**src/rtl/cpu_run_controller_pkg.sv**
```systemverilog
// rtl/cpu_run_controller_pkg.sv - shared mode/state encodings for the CPU run controller
//
// Purpose : mode and FSM state encodings plus a small mode helper.
// Ports   : none (package).

package cpu_run_controller_pkg;

  localparam logic [1:0] MODE_HALT   = 2'b00;
  localparam logic [1:0] MODE_RUN    = 2'b01;
  localparam logic [1:0] MODE_STEP   = 2'b10;
  localparam logic [1:0] MODE_RUN_BP = 2'b11;

  typedef enum logic [1:0] {
    ST_READY = 2'd0,
    ST_FETCH = 2'd1,
    ST_EXEC  = 2'd2,
    ST_CHECK = 2'd3
  } state_t;

  // Modes whose launches are paced by the prescaler tick.
  function automatic logic is_paced(input logic [1:0] mode);
    return (mode == MODE_RUN) || (mode == MODE_RUN_BP);
  endfunction

endpackage

```
**src/rtl/cpu_run_controller_if.sv**
```systemverilog
// rtl/cpu_run_controller_if.sv - control/status bundle between the run controller and its environment
//
// Purpose : groups pacing, mode, step button, breakpoint, pc and the
//           controller's strobes/status into one interface.
// Ports   : master drives tick/mode/step_n/bp_adrs/pc and observes the rest;
//           slave (the controller) does the opposite.

interface cpu_run_controller_if #(
  parameter int PC_W = 32,
  parameter int BP_W = 16
);
  logic            tick;
  logic [1:0]      mode;
  logic            step_n;
  logic [BP_W-1:0] bp_adrs;
  logic [PC_W-1:0] pc;
  logic            ram_en;
  logic            cpu_en;
  logic            busy;
  logic            bp_hit;
  logic [PC_W-1:0] instr_cnt;

  modport master (
    output tick, mode, step_n, bp_adrs, pc,
    input  ram_en, cpu_en, busy, bp_hit, instr_cnt
  );

  modport slave (
    input  tick, mode, step_n, bp_adrs, pc,
    output ram_en, cpu_en, busy, bp_hit, instr_cnt
  );
endinterface

```
**src/rtl/cpu_run_controller_falling_edge_detect.sv**
```systemverilog
// rtl/cpu_run_controller_falling_edge_detect.sv - falling-edge pulse from a debounced level
//
// Purpose : one-cycle pulse when din goes 1 -> 0; history resets to 1 so a
//           button held at reset is not seen as a press.
// Ports   : clk, reset_n (sync, active low), din (level), fall (pulse).

module falling_edge_detect (
  input  logic clk,
  input  logic reset_n,
  input  logic din,
  output logic fall
);

  logic hist;

  always_ff @(posedge clk) begin
    if (!reset_n) hist <= 1'b1;
    else          hist <= din;
  end

  assign fall = hist & ~din;

endmodule

```
**src/rtl/cpu_run_controller.sv**
```systemverilog
// rtl/cpu_run_controller.sv - fetch/execute strobe sequencer with halt/run/step/breakpoint modes
//
// Purpose : launches one instruction at a time as READY -> FETCH (ram_en) ->
//           EXEC (cpu_en) -> CHECK -> READY, paced by tick, the step button,
//           or stopped by a sticky breakpoint hit.
// Ports   : clk, reset_n (sync, active low);
//           bus (slave): tick, mode, step_n, bp_adrs, pc in;
//                        ram_en, cpu_en, busy, bp_hit, instr_cnt out.

module cpu_run_controller
  import cpu_run_controller_pkg::*;
#(
  parameter int PC_W = 32,
  parameter int BP_W = 16
) (
  input  logic                  clk,
  input  logic                  reset_n,
  cpu_run_controller_if.slave   bus
);

  state_t          state;
  logic            ram_en_q;
  logic            cpu_en_q;
  logic            busy_q;
  logic            bp_hit_q;
  logic [PC_W-1:0] instr_cnt_q;
  logic [1:0]      prev_mode;
  logic            mode_chg_q;
  logic            step_pending;
  logic            step_fall;
  logic            launch;
  logic            bp_match;
  logic            leave_step;

  falling_edge_detect u_step_edge (
    .clk     (clk),
    .reset_n (reset_n),
    .din     (bus.step_n),
    .fall    (step_fall)
  );

  assign launch = (state == ST_READY) && !bp_hit_q &&
                  ((is_paced(bus.mode) && bus.tick) ||
                   ((bus.mode == MODE_STEP) && step_pending));

  // pc here already reflects the instruction just executed.
  assign bp_match = (bus.mode == MODE_RUN_BP) && (bus.pc[BP_W-1:0] == bus.bp_adrs);

  // Presses captured in STEP must not replay after leaving STEP.
  assign leave_step = (prev_mode == MODE_STEP) && (bus.mode != MODE_STEP);

  always_ff @(posedge clk) begin
    if (!reset_n) begin
      state        <= ST_READY;
      ram_en_q     <= 1'b0;
      cpu_en_q     <= 1'b0;
      busy_q       <= 1'b0;
      bp_hit_q     <= 1'b0;
      instr_cnt_q  <= '0;
      prev_mode    <= MODE_HALT;
      mode_chg_q   <= 1'b0;
      step_pending <= 1'b0;
    end else begin
      prev_mode  <= bus.mode;
      mode_chg_q <= (bus.mode != prev_mode);
      ram_en_q   <= 1'b0;
      cpu_en_q   <= 1'b0;

      case (state)
        ST_READY: begin
          if (launch) begin
            state    <= ST_FETCH;
            ram_en_q <= 1'b1;
            busy_q   <= 1'b1;
          end
        end
        ST_FETCH: begin
          state       <= ST_EXEC;
          cpu_en_q    <= 1'b1;
          instr_cnt_q <= instr_cnt_q + PC_W'(1);
        end
        ST_EXEC: begin
          state <= ST_CHECK;
        end
        ST_CHECK: begin
          state  <= ST_READY;
          busy_q <= 1'b0;
          if (bp_match) bp_hit_q <= 1'b1;
        end
        default: begin
          state  <= ST_READY;
          busy_q <= 1'b0;
        end
      endcase

      // Registered mode-change clear wins over a same-cycle breakpoint set.
      if (mode_chg_q) bp_hit_q <= 1'b0;

      // Later assignments take priority: leave-STEP clear > new press > launch.
      if (launch && (bus.mode == MODE_STEP)) step_pending <= 1'b0;
      if (step_fall)                         step_pending <= 1'b1;
      if (leave_step)                        step_pending <= 1'b0;
    end
  end

  assign bus.ram_en    = ram_en_q;
  assign bus.cpu_en    = cpu_en_q;
  assign bus.busy      = busy_q;
  assign bus.bp_hit    = bp_hit_q;
  assign bus.instr_cnt = instr_cnt_q;

endmodule

```
**src/flat_wrapper.sv**
```systemverilog
// flat-port wrapper written by rule: the top's interface ports become plain ports
module cpu_run_controller_flat import cpu_run_controller_pkg::*;
#(
  parameter int PC_W = 32,
  parameter int BP_W = 16
)
  (clk, reset_n, bus_tick, bus_mode, bus_step_n, bus_bp_adrs, bus_pc, bus_ram_en, bus_cpu_en, bus_busy, bus_bp_hit, bus_instr_cnt);
  cpu_run_controller_if #(.PC_W(PC_W), .BP_W(BP_W)) bus_i ();
  input  logic clk;
  input  logic reset_n;
  input wire logic [$bits(bus_i.tick)-1:0] bus_tick;
  input wire logic [$bits(bus_i.mode)-1:0] bus_mode;
  input wire logic [$bits(bus_i.step_n)-1:0] bus_step_n;
  input wire logic [$bits(bus_i.bp_adrs)-1:0] bus_bp_adrs;
  input wire logic [$bits(bus_i.pc)-1:0] bus_pc;
  output wire logic [$bits(bus_i.ram_en)-1:0] bus_ram_en;
  output wire logic [$bits(bus_i.cpu_en)-1:0] bus_cpu_en;
  output wire logic [$bits(bus_i.busy)-1:0] bus_busy;
  output wire logic [$bits(bus_i.bp_hit)-1:0] bus_bp_hit;
  output wire logic [$bits(bus_i.instr_cnt)-1:0] bus_instr_cnt;
  assign bus_i.tick = bus_tick;
  assign bus_i.mode = bus_mode;
  assign bus_i.step_n = bus_step_n;
  assign bus_i.bp_adrs = bus_bp_adrs;
  assign bus_i.pc = bus_pc;
  assign bus_ram_en = bus_i.ram_en;
  assign bus_cpu_en = bus_i.cpu_en;
  assign bus_busy = bus_i.busy;
  assign bus_bp_hit = bus_i.bp_hit;
  assign bus_instr_cnt = bus_i.instr_cnt;
  cpu_run_controller #(.PC_W(PC_W), .BP_W(BP_W)) u_core (.clk(clk), .reset_n(reset_n), .bus(bus_i));
endmodule
```
**config.mk**
```make
export PLATFORM = sky130hd
export DESIGN_NAME = cpu_run_controller_flat
export DESIGN_NICKNAME = d
export VERILOG_FILES = /design/src/rtl/cpu_run_controller_pkg.sv /design/src/rtl/cpu_run_controller_if.sv /design/src/rtl/cpu_run_controller_falling_edge_detect.sv /design/src/rtl/cpu_run_controller.sv /design/src/flat_wrapper.sv
export SDC_FILE = /design/constraint.sdc
export NUM_CORES = 1
export LEC_CHECK = 0
export ABC_AREA = 0
export BUFFER_PORTS_ARGS = -buffer_cell sky130_fd_sc_hd__buf_2
export CAP_MARGIN = 20
export CORE_MARGIN = 3
export CORE_UTILIZATION = 48
export CTS_CLUSTER_SIZE = 30
export DETAILED_ROUTE_END_ITERATION = 8
export GPL_ROUTABILITY_DRIVEN = 0
export PLACE_DENSITY = 0.78
export SLEW_MARGIN = 25
export SYNTH_ARGS = -nofsm -noshare
export SYNTH_HDL_FRONTEND = slang
export SYNTH_HIERARCHICAL = 1
export SYNTH_SLANG_ARGS = --single-unit
```
**constraint.sdc**
```tcl
create_clock -name clk -period 2.85 [get_ports clk]
set_input_delay 0.1425 -clock clk [delete_from_list [all_inputs] [get_ports clk]]
set_output_delay 0.1425 -clock clk [all_outputs]
set_load 0.01 [all_outputs]
```
Yosys cells after proc, flatten, opt, wreduce, memory -nomap -nowiden --
Index checks and enable logic that the tools add are counted.
Operators by class: add/sub/neg operators 1, equality and inequality tests 11, multiplexer cells 8, bitwise operators 3, reduce and logical (&&, ||, !) cells 18
Operator list (count):
- 32-bit by 1-bit adder with 32-bit output (second input constant) | 1
- 16-bit == test | 1
- 2-bit == test (second input constant) | 5
- 2-bit case mux with 4 select lines | 1
- 1-bit logical AND | 7
- 2-bit AND reduction | 3
- 1-bit two-way mux | 5
- 2-bit by 1-bit == test with 1-bit output (second input constant) | 2
- 2-bit nonzero test | 2
- 2-bit OR reduction | 2
- 2-bit logical NOT | 1
- 1-bit logical OR | 2
- 2-bit two-way mux | 1
- 2-bit by 1-bit != test with 1-bit output (second input constant) | 1
- 2-bit != test | 1
- 2-bit != test (second input constant) | 1
- 1-bit inverter | 2
- 1-bit case mux with 2 select lines | 1
- 1-bit AND | 1
- 1-bit logical NOT | 1
Storage, ports and cells: bits in registers 43, input port bits 54, output and inout bits 36, logic and storage cells 51

Depth between registers and ports, before layout --
depth after elaboration 8, gate-level depth with buffers 8, gate-level depth less buffers 7

By module --
The synthesis kept the hierarchy.
By module, submodules not included:
- cpu_run_controller | instances 1, cells an instance 238, area an instance 2183.3 µm², sequential area each 840.8 µm²
- falling_edge_detect | instances 1, cells an instance 3, area an instance 32.5 µm², sequential area each 20.0 µm²

Worst setup path before layout --
OpenSTA, ideal clock, no wires.
path kind register -> register, start register u_core.state[1], end register u_core.instr_cnt_q[25], in the netlist u_core/bus.instr_cnt[25], setup time 115 ps, arrival time 1920 ps, required time 2735 ps, slack 815 ps, cell stages (with the launch flop) 9, path buffers 1, clock period less this slack 2035 ps, cells stage by stage dfxtp_1 inv_1 ha_1 nand4_1 or2_2 clkbuf_1 nor4b_1 xor2_1 and2_1
On the way: word-level cells in the longest chain between the ends 1
RTL lines:
- start, declared | line cpu_run_controller.sv:21 | state_t state;
- start signal, assigned | line cpu_run_controller.sv:54 | state <= ST_READY;
- start signal, assigned | line cpu_run_controller.sv:72 | state <= ST_FETCH;
- start signal, assigned | line cpu_run_controller.sv:78 | state <= ST_EXEC;
- 2-bit by 1-bit == test with 1-bit output | line cpu_run_controller.sv:69 | case (state)
- end signal, assigned | line cpu_run_controller.sv:80 | instr_cnt_q <= instr_cnt_q + PC_W'(1);
- end, declared | line cpu_run_controller.sv:26 | logic [PC_W-1:0] instr_cnt_q;
No other way between the ends. A chain may end at the register's enable or synchronous reset.

Worst setup path after layout --
start register u_core.state[1], end register u_core.instr_cnt_q[29], in the netlist u_core/bus.instr_cnt[29]
Same word-level chain as after synthesis.

==> results.cfg <==
[placed_design]
dpl_cell_area_um2 = 2601
io_buffer_count = 73
dp_worst_setup_slack_ns = 0.7530
place_inst = 358
dp_hpwl_mm = 3.269

[run]
drv_cap = 0

[global_routing]
grt_max_degree = 46
track_usage_pct = 16.12
grt.overflow.total = 0
antenna_found_initial = 0
grt_pass1_wl_mm = 6.969
grt_pass1_vias = 1669

[setup_path]
cp_data_required_time_ns = 3.04
cp_max_fo = 10
setup.worst_path.class = flip-flop to flip-flop
r2r_cells = 7
end_kind = flip-flop
critical_path_arrival_ns = 2.28
setup.worst_path.start_class = flip-flop

[synthesis]
ys_ff_latch = 43
syn_inst = 241
yosysTopAreaCell = dfxtp_1
synth-edff-count = 0
yosys_warnings = 6
synthesis.area_um2 = 2216
netlist_top_cells_count = dfxtp_1, xor2_1, and2_1
mappedNetlistNets = 301
ys_seq_area_share_pct = 38.85
synth_cell_types = 34
synthTopCellsByArea = dfxtp_1, xor2_1, and2_1, xnor2_1, ha_1
synth.top_cell.area_share_pct = 38.85
synth.most_common_cell = dfxtp_1
ys.flop_type = dfxtp_1
synthArstFlopShare_pct = 0
syn_avg_cell_area_um2 = 9.195

[timing]
fin_crit_sh_pct = 73.55
fin_ws_ns = 0.7538
max_slew_margin_pct = 57.41
holdWs_ns = 0.04907
grt_setup_unrepaired = false
layout_min_cycle_time_ns = 2.096
finalSetupViolCount = 0
final_max_slew_viol_count = 0
finalSetupTns_ns = 0
fmax_ghz = 0.4771
skew_ns = 0.003313
hold_viol = 0
tightest_slew_ns = 0.6389

[cts]
cts_resized = 0
cts_tree = done
cts-buffers-inserted = 5
clk_latency_ns = 0.29
clkSinkCount = 43
post_cts_buffers = 0
htreeDepth = 2
clk_path_buf_depth = 2
cts_hold_buf = 0
cts_root_buf = clkbuf_8
cts.reportedPaths.clkPinSlew_ns = 0.08

[finish]
nFillCells = 395
final_util_pct = 61.20
area_growth_syn_to_layout_pct = 21.91
nNetsFinal = 373
register_area_um2 = 860.8
antennaDiodeCount = 0
drive_above_1_share_pct = 28.34
fin_cells = 366
multiInputGateArea_um2 = 1276
fin_area_um2 = 2701

[outcome]
status = finished clean

[routing]
final_antenna_net_count = 0
wl_per_cell_um = 12.15
drc = 0
drtIter0Drc = 64
wl_mm = 4.446
num_vias = 1862
via_per_inst = 5.087
dr.pass1.iters = 4

[floorplan]
die_h_um = 73.95
start_util_pct = 50.20
fp-row-count = 24
dieArea_um2 = 5468
core-area_um2 = 4414
pin_count = 90
die_x_um = 73.95

[min_path]
min_path_cells = 2
hold_path.class = input pin to flip-flop

[pwr]
p_leak_nw = 1.291
cellPowerDensity_nw_per_um2 = 493.3
total_power_mw = 1.332
ir_worst_vdd_v = 0.0002430
worst max-delay path: stages, from the launching register on:
cell     delay (ns)
dfxtp_1        0.34
inv_1          0.10
ha_1           0.28
nand4_1        0.18
or2_2          0.44
nor4_1         0.38
xor2_1         0.11
and2_1         0.17
registers in the layout (all words and copies together) (netlist names):
name / count
u_core/mode_chg_q: 1
u_core/bus.bp_hit: 1
u_core/state: 2
u_core/prev_mode: 2
u_core/u_step_edge/hist: 1
u_core/bus.cpu_en: 1
u_core/bus.instr_cnt: 32
u_core/bus.busy: 1
u_core/bus.ram_en: 1
u_core/step_pending: 1
placed cells by master (no fill, tap or decap), types with 2 or more instances in the layout:
master	netlist	routed
xor2_1	30	30
nor2b_1	8	8
nor3_1	7	7
inv_1	7	7
dfxtp_1	43	43
or2_2	2	2
buf_2	0	73
nor4_4	2	2
ha_1	6	6
or3_1	2	2
xnor2_1	14	14
and4_1	3	3
mux2i_1	4	4
nand2_1	18	18
nor2_1	8	8
a21oi_1	3	3
o21ai_0	5	5
and2_1	27	27
clkbuf_8	0	7
nand2b_1	7	7
nand3_1	8	8
nor4_1	8	8
nand4_1	7	7
a21boi_0	4	4
layout make-up:
| type | count | area share (%) |
|---|---|---|
| multi-input cells | 182 | 47.24 |
| clock buffers | 8 | 3.705 |
| repair buffers | 74 | 13.80 |
| well taps | 52 | 2.409 |
| flip-flops and latches | 43 | 31.87 |
| inverters | 7 | 0.9727 |
final timing paths:
| path | startpoint | endpoint | slack, ns |
|---|---|---|---|
| setup / recovery | u_core/state[1] | u_core/bus.instr_cnt[29] | 0.75 |
| hold / removal | bus_step_n | u_core/u_step_edge/hist | 0.05 |
| setup reg to reg | u_core/state[1] | u_core/bus.instr_cnt[29] | 0.75 |
| hold reg to reg | u_core/bus.bp_hit | u_core/bus.bp_hit | 0.47 |
power by group:
part | leakage (nW) | total (mW) | switching (mW) | internal [mW]
clock network | 0.0515 | 0.416 | 0.195 | 0.221
logic | 0.891 | 0.245 | 0.125 | 0.120
registers | 0.349 | 0.671 | 0.0325 | 0.638
layer usage:
metal / share of wire, % / up-vias / global-route usage (%)
met3: 6.8 / 6 / 5.000
met5: 0 / - / 0
met4: 1.2 / 0 / 5.030
li1: - / 947 / -
met2: 49 / 61 / 27.95
met1: 43 / 848 / 19.01
cells by family after synthesis:
| group | share of synthesized area [%] |
|---|---|
| multiplexers | 1.807 |
| AO/OA/AOI/OAI | 3.952 |
| flip-flops | 38.85 |
| AND/OR/NAND/NOR | 31.06 |
| adder cells (fa/ha/maj) | 3.388 |
| buffers and inverters | 3.558 |
| XOR/XNOR | 17.39 |
(Power assumes the default switching activity.)
